<file path="src/rtl/cmd_sequencer_pkg.sv">
// Shared types and opcode constants for the command sequencer and its decoder.
package cmd_sequencer_pkg;

    localparam logic [2:0] OP_LOAD   = 3'd0;
    localparam logic [2:0] OP_ADD    = 3'd1;
    localparam logic [2:0] OP_BURST  = 3'd2;
    localparam logic [2:0] OP_CLR_LO = 3'd3;
    localparam logic [2:0] OP_CLR_HI = 3'd4;
    localparam logic [2:0] OP_XOR_LO = 3'd5;
    localparam logic [2:0] OP_XOR_HI = 3'd7;

    localparam logic [1:0] S_IDLE = 2'd0;
    localparam logic [1:0] S_EXEC = 2'd1;
    localparam logic [1:0] S_RESP = 2'd2;

    typedef enum logic [1:0] {
        IDLE = S_IDLE,
        EXEC = S_EXEC,
        RESP = S_RESP
    } state_t;

    typedef enum logic [2:0] {
        CLS_LOAD  = 3'd0,
        CLS_ADD   = 3'd1,
        CLS_BURST = 3'd2,
        CLS_CLEAR = 3'd3,
        CLS_XOR   = 3'd4
    } op_class_t;

endpackage

</file>
<file path="src/rtl/cmd_decoder.sv">
// Combinational opcode-to-operation-class decode; every 3-bit opcode maps to a class.
module cmd_decoder
    import cmd_sequencer_pkg::*;
(
    input  logic [2:0] op,
    output op_class_t  op_class
);

    always_comb begin
        op_class = CLS_LOAD;
        case (op) inside
            OP_LOAD:                  op_class = CLS_LOAD;
            OP_ADD:                   op_class = CLS_ADD;
            OP_BURST:                 op_class = CLS_BURST;
            OP_CLR_LO, OP_CLR_HI:     op_class = CLS_CLEAR;
            [OP_XOR_LO:OP_XOR_HI]:    op_class = CLS_XOR;
            default:                  op_class = CLS_LOAD;
        endcase
    end

endmodule

</file>
<file path="src/rtl/cmd_sequencer.sv">
// Command sequencer: accepts opcode/operand commands, updates an accumulator and
// returns one result (or BURST_LEN results for BURST) over a valid/ready channel.
module cmd_sequencer
    import cmd_sequencer_pkg::*;
#(
    parameter int WIDTH     = 8,
    parameter int BURST_LEN = 3
) (
    input  logic             i_clk,
    input  logic             i_rst,
    input  logic             i_cmd_valid,
    output logic             o_cmd_ready,
    input  logic [2:0]       i_cmd_op,
    input  logic [WIDTH-1:0] i_cmd_data,
    output logic             o_res_valid,
    input  logic             i_res_ready,
    output logic [WIDTH-1:0] o_res_data,
    output logic             o_busy
);

    localparam int CNT_W = $clog2(BURST_LEN) + 1;
    localparam logic [CNT_W-1:0] CNT_LAST = CNT_W'(BURST_LEN - 1);

    state_t           state_reg, state_next;
    op_class_t        cls_reg, cls_next, cls_dec;
    logic [WIDTH-1:0] data_reg, data_next;
    logic [WIDTH-1:0] acc_reg, acc_next;
    logic [WIDTH-1:0] res_reg, res_next;
    logic [CNT_W-1:0] cnt_reg, cnt_next;

    cmd_decoder u_decoder (
        .op       (i_cmd_op),
        .op_class (cls_dec)
    );

    always_comb begin
        state_next = state_reg;
        cls_next   = cls_reg;
        data_next  = data_reg;
        acc_next   = acc_reg;
        res_next   = res_reg;
        cnt_next   = cnt_reg;
        case (state_reg)
            IDLE: begin
                // Ready is simply "in IDLE", so valid alone completes the handshake here.
                if (i_cmd_valid) begin
                    cls_next   = cls_dec;
                    data_next  = i_cmd_data;
                    state_next = EXEC;
                end
            end
            EXEC: begin
                cnt_next   = '0;
                state_next = RESP;
                case (cls_reg)
                    CLS_LOAD: begin
                        acc_next = data_reg;
                        res_next = data_reg;
                    end
                    CLS_ADD: begin
                        acc_next = acc_reg + data_reg;
                        res_next = acc_reg + data_reg;
                    end
                    CLS_BURST: res_next = data_reg;
                    CLS_CLEAR: begin
                        acc_next = '0;
                        res_next = '0;
                    end
                    CLS_XOR: begin
                        acc_next = acc_reg ^ data_reg;
                        res_next = acc_reg ^ data_reg;
                    end
                    default: res_next = res_reg;
                endcase
            end
            RESP: begin
                if (i_res_ready) begin
                    if (cls_reg == CLS_BURST && cnt_reg < CNT_LAST) begin
                        cnt_next = cnt_reg + CNT_W'(1);
                        res_next = res_reg + WIDTH'(1);
                    end else begin
                        state_next = IDLE;
                    end
                end
            end
            default: state_next = IDLE;
        endcase
    end

    always_ff @(posedge i_clk) begin
        if (i_rst) begin
            state_reg <= IDLE;
            cls_reg   <= CLS_LOAD;
            data_reg  <= '0;
            acc_reg   <= '0;
            res_reg   <= '0;
            cnt_reg   <= '0;
        end else begin
            state_reg <= state_next;
            cls_reg   <= cls_next;
            data_reg  <= data_next;
            acc_reg   <= acc_next;
            res_reg   <= res_next;
            cnt_reg   <= cnt_next;
        end
    end

    assign o_cmd_ready = (state_reg == IDLE);
    assign o_busy      = (state_reg != IDLE);
    assign o_res_valid = (state_reg == RESP);
    assign o_res_data  = res_reg;

endmodule

</file>
<file path="config.mk">
export PLATFORM = sky130hd
export DESIGN_NAME = cmd_sequencer
export DESIGN_NICKNAME = d
export VERILOG_FILES = /design/src/rtl/cmd_sequencer_pkg.sv /design/src/rtl/cmd_decoder.sv /design/src/rtl/cmd_sequencer.sv
export SDC_FILE = /design/constraint.sdc
export NUM_CORES = 1
export LEC_CHECK = 0
export ABC_AREA = 1
export BUFFER_PORTS_ARGS = -buffer_cell sky130_fd_sc_hd__buf_2
export CORE_MARGIN = 5
export CORE_UTILIZATION = 57
export CTS_CLUSTER_DIAMETER = 60
export DETAILED_ROUTE_END_ITERATION = 10
export GPL_ROUTABILITY_DRIVEN = 0
export PLACE_DENSITY = 0.79
export SETUP_SLACK_MARGIN = 0.02
export SLEW_MARGIN = 10
export SYNTH_ARGS = -nofsm -noshare
export SYNTH_HDL_FRONTEND = slang
export SYNTH_SLANG_ARGS = --single-unit
</file>
<file path="constraint.sdc">
create_clock -name i_clk -period 3.2 [get_ports i_clk]
set_input_delay 0 -clock i_clk [delete_from_list [all_inputs] [get_ports i_clk]]
set_output_delay 0 -clock i_clk [all_outputs]
set_load 0.03 [all_outputs]
</file>
==> flow_results.xml, run 1 <==
<?xml version="1.0" encoding="UTF-8"?>
<metrics>
  <group name="status">
    <metric name="status" unit="">finished clean</metric>
  </group>
  <group name="drt">
    <metric name="totalWireLength" unit="mm">5.34</metric>
    <metric name="detail-route-antenna-nets" unit="">0</metric>
    <metric name="drt-pass1-iter-count" unit="">4</metric>
    <metric name="vias" unit="">2166</metric>
    <metric name="post_drt_via_cell_ratio" unit="">5.42</metric>
    <metric name="post_drt_wl_per_cell" unit="um">13.3</metric>
    <metric name="detail_route.drc_violations" unit="">0</metric>
    <metric name="drt_iter0_markers" unit="">189</metric>
  </group>
  <group name="final_layout">
    <metric name="layout.filler_cells" unit="">288</metric>
    <metric name="final_nets" unit="">378</metric>
    <metric name="antenna_cells_inserted" unit="">0</metric>
    <metric name="syn2layout_area_growth" unit="%">18.9</metric>
    <metric name="final_layout_size_suffix_gt1_share" unit="%">13.6</metric>
  </group>
  <group name="floorplanning">
    <metric name="rows" unit="">21</metric>
    <metric name="pin_count" unit="">26</metric>
    <metric name="placeableCoreArea" unit="mm2">0.00342</metric>
    <metric name="design.die.area" unit="mm2">0.00488</metric>
    <metric name="die_width" unit="um">69.9</metric>
    <metric name="start_util" unit="%">59.8</metric>
    <metric name="die_height" unit="um">69.9</metric>
  </group>
  <group name="synthesis">
    <metric name="synth_edf_count" unit="">0</metric>
    <metric name="synth.distinct_cells" unit="">36</metric>
    <metric name="synth-async-reset-ratio" unit="%">0</metric>
    <metric name="synth_area" unit="mm2">0.00204</metric>
    <metric name="dominantRegCellSynth" unit="">dfxtp_1</metric>
    <metric name="synthTopCellsByArea" unit="">dfxtp_1 (31%), nand2_1 (13%), a21oi_1 (8.3%)</metric>
    <metric name="ys_seq_elements" unit="">32</metric>
    <metric name="yosys_warnings" unit="">0</metric>
    <metric name="postSynthCellCount" unit="">313</metric>
    <metric name="total_nets_after_synthesis" unit="">338</metric>
    <metric name="post-synth-top-area-cell" unit="">dfxtp_1</metric>
    <metric name="syn_avg_cell_area" unit="um2">6.53</metric>
    <metric name="synth.yosys.seq_area_share" unit="%">31.4</metric>
    <metric name="synth_top_area_share" unit="%">31.4</metric>
  </group>
  <group name="cts">
    <metric name="clock_insertion_delay_at_the_later_pin_of_the_skew_report" unit="ns">0.35</metric>
    <metric name="cts-resized-gates" unit="">0</metric>
    <metric name="holdBufCountCts" unit="">14</metric>
    <metric name="clockBufferDepth" unit="">2</metric>
    <metric name="post-cts-setup-buffer-count" unit="">0</metric>
    <metric name="cts.htree.levels" unit="">2</metric>
    <metric name="number_of_buffers_inserted_during_clock_tree_synthesis" unit="">5</metric>
    <metric name="cts.clk_slew.worst_paths" unit="ns">0.10</metric>
    <metric name="clk_root_buffer_cell" unit="">clkbuf_4</metric>
    <metric name="clock_tree_from_tritoncts" unit="">yes</metric>
    <metric name="cts.sinks" unit="">32</metric>
  </group>
  <group name="setup_path">
    <metric name="worst_setup_ep_type" unit="">flop</metric>
    <metric name="timing_worst_setup_path_type" unit="">flop to flop</metric>
    <metric name="number_of_buffer_and_inverter_stages_on_the_critical_path" unit="">2</metric>
    <metric name="crit_path_cell_trace" unit="">nor2_1, nand2_1, nor2_1, o21ai_0, dlygate4sd3_1, a21oi_1, dlygate4sd3_1</metric>
    <metric name="timing.reg2reg.worst_path_depth" unit="">7</metric>
    <metric name="startpoint" unit="">state_reg[0]$_SDFFE_PP0P_</metric>
    <metric name="cp_max_fo" unit="">19</metric>
    <metric name="critPathMaxStageDelay" unit="ns">0.57</metric>
    <metric name="critical_path.slowest_cell" unit="">dlygate4sd3_1</metric>
    <metric name="startpoint_of_the_lowest_slack_register_to_register_path" unit="">state_reg[0]$_SDFFE_PP0P_</metric>
    <metric name="startpoint_type" unit="">flop</metric>
    <metric name="critPathRequiredTime" unit="ns">3.49</metric>
    <metric name="cpLargestDelayFamily" unit="">buffers and inverters</metric>
    <metric name="worst-endpoint-arrival" unit="ns">2.95</metric>
    <metric name="cp.depth" unit="">7</metric>
  </group>
  <group name="timing">
    <metric name="fin_worst_skew" unit="ns">0.00912</metric>
    <metric name="rsz0062_at_grt" unit="">false</metric>
    <metric name="fin_crit_sh" unit="%">83.1</metric>
    <metric name="finalCriticalPeriod" unit="ns">2.66</metric>
    <metric name="timing.slew.headroom" unit="%">59.3</metric>
    <metric name="final-setup-viol-count" unit="">0</metric>
    <metric name="final_report_max_slew_violation_count" unit="">0</metric>
    <metric name="timing_worst_slew_pin_value" unit="ns">0.609</metric>
    <metric name="setup_total_negative_slack" unit="ns">0</metric>
    <metric name="timing.hold.ws" unit="ns">0.0621</metric>
    <metric name="max_clock_freq" unit="MHz">376</metric>
    <metric name="finalHoldViolations" unit="">0</metric>
  </group>
  <group name="placement">
    <metric name="dp.final_hpwl" unit="mm">3.69</metric>
    <metric name="port-buffer-count" unit="">25</metric>
  </group>
  <group name="pwr">
    <metric name="power_leakage" unit="nW">1.22</metric>
    <metric name="sum_of_internal_switching_and_leakage_power" unit="mW">1.11</metric>
    <metric name="vdd_drop_max" unit="uV">351</metric>
    <metric name="power.density_cell_area" unit="mW/mm2">459</metric>
  </group>
  <group name="global_routing">
    <metric name="first_global_vias" unit="">1947</metric>
    <metric name="grt_start_max_net_pins" unit="">23</metric>
    <metric name="antenna_found_initial" unit="">0</metric>
    <metric name="track_usage" unit="%">22.7</metric>
    <metric name="grt_remaining_overflow" unit="">0</metric>
    <metric name="grt_first_pass_wirelength" unit="mm">8.89</metric>
  </group>
  <group name="worst_hold_path">
    <metric name="hp-start" unit="">i_res_ready</metric>
    <metric name="min_path_cells" unit="">5</metric>
    <metric name="class_of_the_tightest_hold_or_removal_check" unit="">input pin to flop</metric>
  </group>
  <group name="flow_run">
    <metric name="max_cap_viol_count" unit="">0</metric>
  </group>
</metrics>
final cells by class:
class / count / area [um2] / share of cell area [%]
timing repair buffer: 39 / 265 / 10.9
clock inverter: 1 / 30.0 / 1.24
clock buffer: 7 / 65.1 / 2.68
sequential: 32 / 641 / 26.4
tap: 46 / 57.6 / 2.37
inverter: 44 / 168 / 6.90
multi-input combinational: 231 / 1200 / 49.5
worst paths after layout:
check | slack, ns | endpoint
max | 0.54 | cls_reg[0]$_SDFFE_PP0P_
min | 0.06 | state_reg[1]$_SDFFE_PP0P_
max reg2reg | 0.54 | cls_reg[0]$_SDFFE_PP0P_
min reg2reg | 0.45 | cnt_reg[2]$_SDFFE_PP0P_
synth_stat cells, types with 2 or more instances:
cell,n
nand2_1,71
inv_1,39
a21oi_1,34
dfxtp_1,32
o21ai_0,28
nor2_1,27
nand3_1,26
ha_1,9
o21ai_1,7
inv_2,4
clkbuf_1,3
xor2_1,3
a41oi_1,2
buf_2,2
nand2_2,2
nand3b_1,2
nor2_2,2
xnor2_1,2
power breakdown:
| group | internal, mW | switching, mW | leakage, nW |
|---|---|---|---|
| combinational | 0.105 | 0.190 | 0.905 |
| clock | 0.207 | 0.150 | 0.0515 |
| sequential | 0.429 | 0.0321 | 0.263 |
cells in the final DEF (no fill, tap or decap), types with 4 or more instances in the layout:
cell and count:
nand2_1 71, inv_1 39, a21oi_1 34, dfxtp_1 32, o21ai_0 28, nor2_1 27, nand3_1 26, buf_2 25
dlygate4sd3_1 14, ha_1 9, o21ai_1 7, clkbuf_4 5, inv_2 4
per-stage QoR:
step / instance area [um2] / setup WS, ns / instances / util (%)
2_1_floorplan: 2040 / 1.59 / 313 / -
3_3_place_gp: 2190 / 1.53 / 378 / 64.2
3_5_place_dp: 2190 / 1.47 / 378 / 64.2
4_1_cts: 2430 / 0.587 / 400 / 71.1
5_1_grt: 2430 / 0.375 / 400 / 71.1
6_report: 2430 / 0.539 / 400 / 71.1
worst min-delay path, delay by kind of cell:
kind                   cells  cell delay (ns)
AND/OR/NAND/NOR            3             0.26
buffers and inverters      2             0.11
layer usage:
| metal | wire length [um] | vias to the layer above | part of all wire [%] | global-route usage (%) |
|---|---|---|---|---|
| li1 | - | 1109 | - | - |
| met1 | 2350 | 984 | 44 | 28.2 |
| met2 | 2550 | 66 | 48 | 37.3 |
| met3 | 357 | 7 | 6.7 | 6.60 |
| met4 | 81 | 0 | 1.5 | 8.09 |
| met5 | 0 | - | 0 | 0 |
cells by family after synthesis:
family / after synthesis / synth area share (%)
AO/OA/AOI/OAI: 80 / 21.2
XOR/XNOR: 5 / 2.14
adder cells (fa/ha/maj): 10 / 6.49
buffers and inverters: 50 / 9.80
flip-flops: 32 / 31.4
AND/OR/NAND/NOR: 136 / 29.0
No activity file was read; power rests on OpenSTA's default activity.
==> inputs of run 2 (changes only) <==
--- a/config.mk
+++ b/config.mk
@@ -5,14 +5,14 @@
 export SDC_FILE = /design/constraint.sdc
 export NUM_CORES = 1
 export LEC_CHECK = 0
-export ABC_AREA = 1
+export ABC_AREA = 0
 export BUFFER_PORTS_ARGS = -buffer_cell sky130_fd_sc_hd__buf_2
 export CORE_MARGIN = 5
 export CORE_UTILIZATION = 57
 export CTS_CLUSTER_DIAMETER = 60
 export DETAILED_ROUTE_END_ITERATION = 10
 export GPL_ROUTABILITY_DRIVEN = 0
-export PLACE_DENSITY = 0.79
+export PLACE_DENSITY = 0.78
 export SETUP_SLACK_MARGIN = 0.02
 export SLEW_MARGIN = 10
 export SYNTH_ARGS = -nofsm -noshare
==> constraint.sdc (replaced) <==
create_clock -name i_clk -period 2.5 [get_ports i_clk]
set_input_delay 0 -clock i_clk [delete_from_list [all_inputs] [get_ports i_clk]]
set_output_delay 0 -clock i_clk [all_outputs]
set_load 0.03 [all_outputs]
==> flow_results.xml, run 2 <==
<?xml version="1.0" encoding="UTF-8"?>
<metrics>
  <group name="synthesis">
    <metric name="synthSimpleGateAreaFrac" unit="%">22.2</metric>
    <metric name="synth_compound_area_share" unit="%">36.4</metric>
    <metric name="synthMostInstantiatedCell" unit="">a21oi_1</metric>
    <metric name="synth_top_area_share" unit="%">27.1</metric>
    <metric name="total_nets_after_synthesis" unit="">342</metric>
    <metric name="synth.yosys.seq_area_share" unit="%">27.1</metric>
    <metric name="post_synth_mux_area_share" unit="%">1.69</metric>
    <metric name="synth.distinct_cells" unit="">65</metric>
    <metric name="dominantRegCellSynth" unit="">dfxtp_1</metric>
    <metric name="synth_adder_area_share" unit="%">5.60</metric>
    <metric name="largest_family_of_logic_cells_by_synthesized_area" unit="">compound AO/OA/AOI/OAI gates</metric>
    <metric name="yosys_warnings" unit="">0</metric>
    <metric name="postSynthCellCount" unit="">317</metric>
    <metric name="synth_edf_count" unit="">0</metric>
    <metric name="synth_area" unit="mm2">0.00237</metric>
    <metric name="synth.top_cells.by_count" unit="">a21oi_1 (35), nand2_1 (33), dfxtp_1 (32)</metric>
    <metric name="synth-async-reset-ratio" unit="%">0</metric>
    <metric name="post-synth-top-area-cell" unit="">dfxtp_1</metric>
    <metric name="syn_avg_cell_area" unit="um2">7.47</metric>
    <metric name="synth_xor_xnor_area_share" unit="%">1.48</metric>
    <metric name="synthTopCellsByArea" unit="">dfxtp_1 (27%), a21oi_1 (7.4%), o21ai_0 (6.6%)</metric>
    <metric name="ys_seq_elements" unit="">32</metric>
  </group>
  <group name="cts">
    <metric name="holdBufCountCts" unit="">10</metric>
    <metric name="clockBufferDepth" unit="">2</metric>
    <metric name="clk_root_buffer_cell" unit="">clkbuf_8</metric>
    <metric name="cts.htree.levels" unit="">2</metric>
    <metric name="cts.sinks" unit="">32</metric>
    <metric name="number_of_buffers_inserted_during_clock_tree_synthesis" unit="">5</metric>
    <metric name="clock_tree_from_tritoncts" unit="">yes</metric>
    <metric name="cts.clk_slew.worst_paths" unit="ns">0.07</metric>
    <metric name="cts-resized-gates" unit="">0</metric>
    <metric name="post-cts-setup-buffer-count" unit="">0</metric>
    <metric name="clock_insertion_delay_at_the_later_pin_of_the_skew_report" unit="ns">0.29</metric>
  </group>
  <group name="global_routing">
    <metric name="track_usage" unit="%">27.1</metric>
    <metric name="antenna_found_initial" unit="">0</metric>
    <metric name="grt_remaining_overflow" unit="">0</metric>
    <metric name="grt_first_pass_wirelength" unit="mm">11.8</metric>
    <metric name="first_global_vias" unit="">2455</metric>
    <metric name="grt_start_max_net_pins" unit="">40</metric>
  </group>
  <group name="setup_path">
    <metric name="startpoint_type" unit="">flop</metric>
    <metric name="critPathRequiredTime" unit="ns">2.69</metric>
    <metric name="cpLargestDelayFamily" unit="">compound AO/OA/AOI/OAI gates</metric>
    <metric name="crit_path_cell_trace" unit="">ha_1, a211oi_1, nor2_1, o21ai_0, a41oi_1, a31o_2</metric>
    <metric name="worst_setup_ep_type" unit="">flop</metric>
    <metric name="timing_worst_setup_path_type" unit="">flop to flop</metric>
    <metric name="critical_path.slowest_cell" unit="">dfxtp_1</metric>
    <metric name="worst-endpoint-arrival" unit="ns">2.45</metric>
    <metric name="number_of_buffer_and_inverter_stages_on_the_critical_path" unit="">0</metric>
    <metric name="cp_max_fo" unit="">5</metric>
    <metric name="critPathMaxStageDelay" unit="ns">0.45</metric>
  </group>
  <group name="status">
    <metric name="status" unit="">finished clean</metric>
  </group>
  <group name="final_layout">
    <metric name="antenna_cells_inserted" unit="">0</metric>
    <metric name="final_nets" unit="">376</metric>
    <metric name="final_layout_size_suffix_gt1_share" unit="%">15.4</metric>
    <metric name="syn2layout_area_growth" unit="%">16.2</metric>
    <metric name="layout_common_cells" unit="">a21oi_1 (35), nand2_1 (33), dfxtp_1 (32)</metric>
    <metric name="final_core_util" unit="%">68.8</metric>
    <metric name="mostFrequentLayoutCell" unit="">a21oi_1</metric>
  </group>
  <group name="floorplanning">
    <metric name="start_util" unit="%">59.2</metric>
    <metric name="pin_count" unit="">26</metric>
    <metric name="design.die.area" unit="mm2">0.00554</metric>
    <metric name="placeableCoreArea" unit="mm2">0.00400</metric>
    <metric name="rows" unit="">23</metric>
    <metric name="die_width" unit="um">74.4</metric>
    <metric name="die_height" unit="um">74.4</metric>
  </group>
  <group name="pwr">
    <metric name="power.density_cell_area" unit="mW/mm2">514</metric>
    <metric name="power_leakage" unit="nW">1.11</metric>
    <metric name="vdd_drop_max" unit="uV">507</metric>
  </group>
  <group name="drt">
    <metric name="post_drt_wl_per_cell" unit="um">17.3</metric>
    <metric name="drt-pass1-iter-count" unit="">5</metric>
    <metric name="totalWireLength" unit="mm">6.96</metric>
    <metric name="detail-route-antenna-nets" unit="">0</metric>
    <metric name="vias" unit="">2648</metric>
    <metric name="post_drt_via_cell_ratio" unit="">6.60</metric>
    <metric name="detail_route.drc_violations" unit="">0</metric>
    <metric name="drt_iter0_markers" unit="">295</metric>
  </group>
  <group name="timing">
    <metric name="final_report_max_slew_violation_count" unit="">0</metric>
    <metric name="finalHoldViolations" unit="">0</metric>
    <metric name="timing_worst_slew_pin_value" unit="ns">0.687</metric>
    <metric name="max_clock_freq" unit="MHz">442</metric>
    <metric name="fin_worst_skew" unit="ns">0.0127</metric>
    <metric name="setup_total_negative_slack" unit="ns">0</metric>
    <metric name="final-setup-viol-count" unit="">0</metric>
    <metric name="finalCriticalPeriod" unit="ns">2.26</metric>
    <metric name="timing.slew.headroom" unit="%">54.0</metric>
    <metric name="fin_crit_sh" unit="%">90.5</metric>
    <metric name="rsz0062_at_grt" unit="">false</metric>
  </group>
  <group name="flow_run">
    <metric name="max_cap_viol_count" unit="">0</metric>
  </group>
  <group name="worst_hold_path">
    <metric name="class_of_the_tightest_hold_or_removal_check" unit="">input pin to flop</metric>
  </group>
  <group name="placement">
    <metric name="port-buffer-count" unit="">25</metric>
    <metric name="dp.final_hpwl" unit="mm">4.80</metric>
  </group>
</metrics>
-- run 2: kinds of logic after synthesis --
logic type | count (synthesis)
buffers and inverters | 32
adders and majority gates | 10
and+or+nand+nor | 104
DFF | 32
AOI/OAI and AO/OA | 131
muxes | 4
xor gates and xnor gates | 4
-- run 2: layout make-up --
| cell class | count | area, um2 |
|---|---|---|
| Multi-Input combinational cell | 253 | 1600 |
| Tap cell | 50 | 62.6 |
| Fill cell | 347 | 1250 |
| Inverter | 13 | 48.8 |
| Timing Repair Buffer | 46 | 308 |
| Sequential cell | 32 | 641 |
| Clock buffer | 7 | 96.3 |
-- run 2: through the flow --
stage	instance area [um2]	setup WS (ns)	instances	power [mW]	hold WS (ns)
finish	2750	0.237	401	1.41	0.0194
floorplan	2370	0.537	317	0.838	0.136
CTS	2750	0.294	401	1.40	0.0166
global route	2750	0.0473	401	1.47	0.0162
global placement	2550	0.430	384	0.942	0.240
detailed placement	2550	0.367	384	0.948	0.246
-- run 2: metal layers --
layer / vias up / track usage (%) / wire [um]
met2: 146 / 43.9 / 3140
met1: 1218 / 35.9 / 3020
met5: - / 0 / 0
met3: 31 / 5.14 / 575
li1: 1253 / - / -
met4: 0 / 9.49 / 217
-- run 2: worst paths after layout --
kind                                                    to  depth (start not counted)  slack [ns]                       start
worst max-delay path            o_res_data[5]$_SDFFE_PP0P_                          6        0.24    data_reg[1]$_SDFFE_PP0P_
worst min-delay path               cls_reg[1]$_SDFFE_PP0P_                          3        0.02                 i_cmd_op[2]
worst max register to register  o_res_data[5]$_SDFFE_PP0P_                          6        0.24    data_reg[1]$_SDFFE_PP0P_
worst min register to register  o_res_data[1]$_SDFFE_PP0P_                          2        0.50  o_res_data[1]$_SDFFE_PP0P_
-- run 2: report_power, final --
group / leakage (nW) / internal, mW / switching (mW)
Combinational: 0.796 / 0.150 / 0.236
Sequential: 0.261 / 0.539 / 0.0405
Clock: 0.0503 / 0.245 / 0.204
Total: 1.11 / 0.934 / 0.480
-- run 2: worst min-delay path, delay by kind of cell --
kind                   cells  cell delay, ns
AND/OR/NAND/NOR            1            0.07
AO/OA/AOI/OAI              1            0.07
buffers and inverters      1            0.11
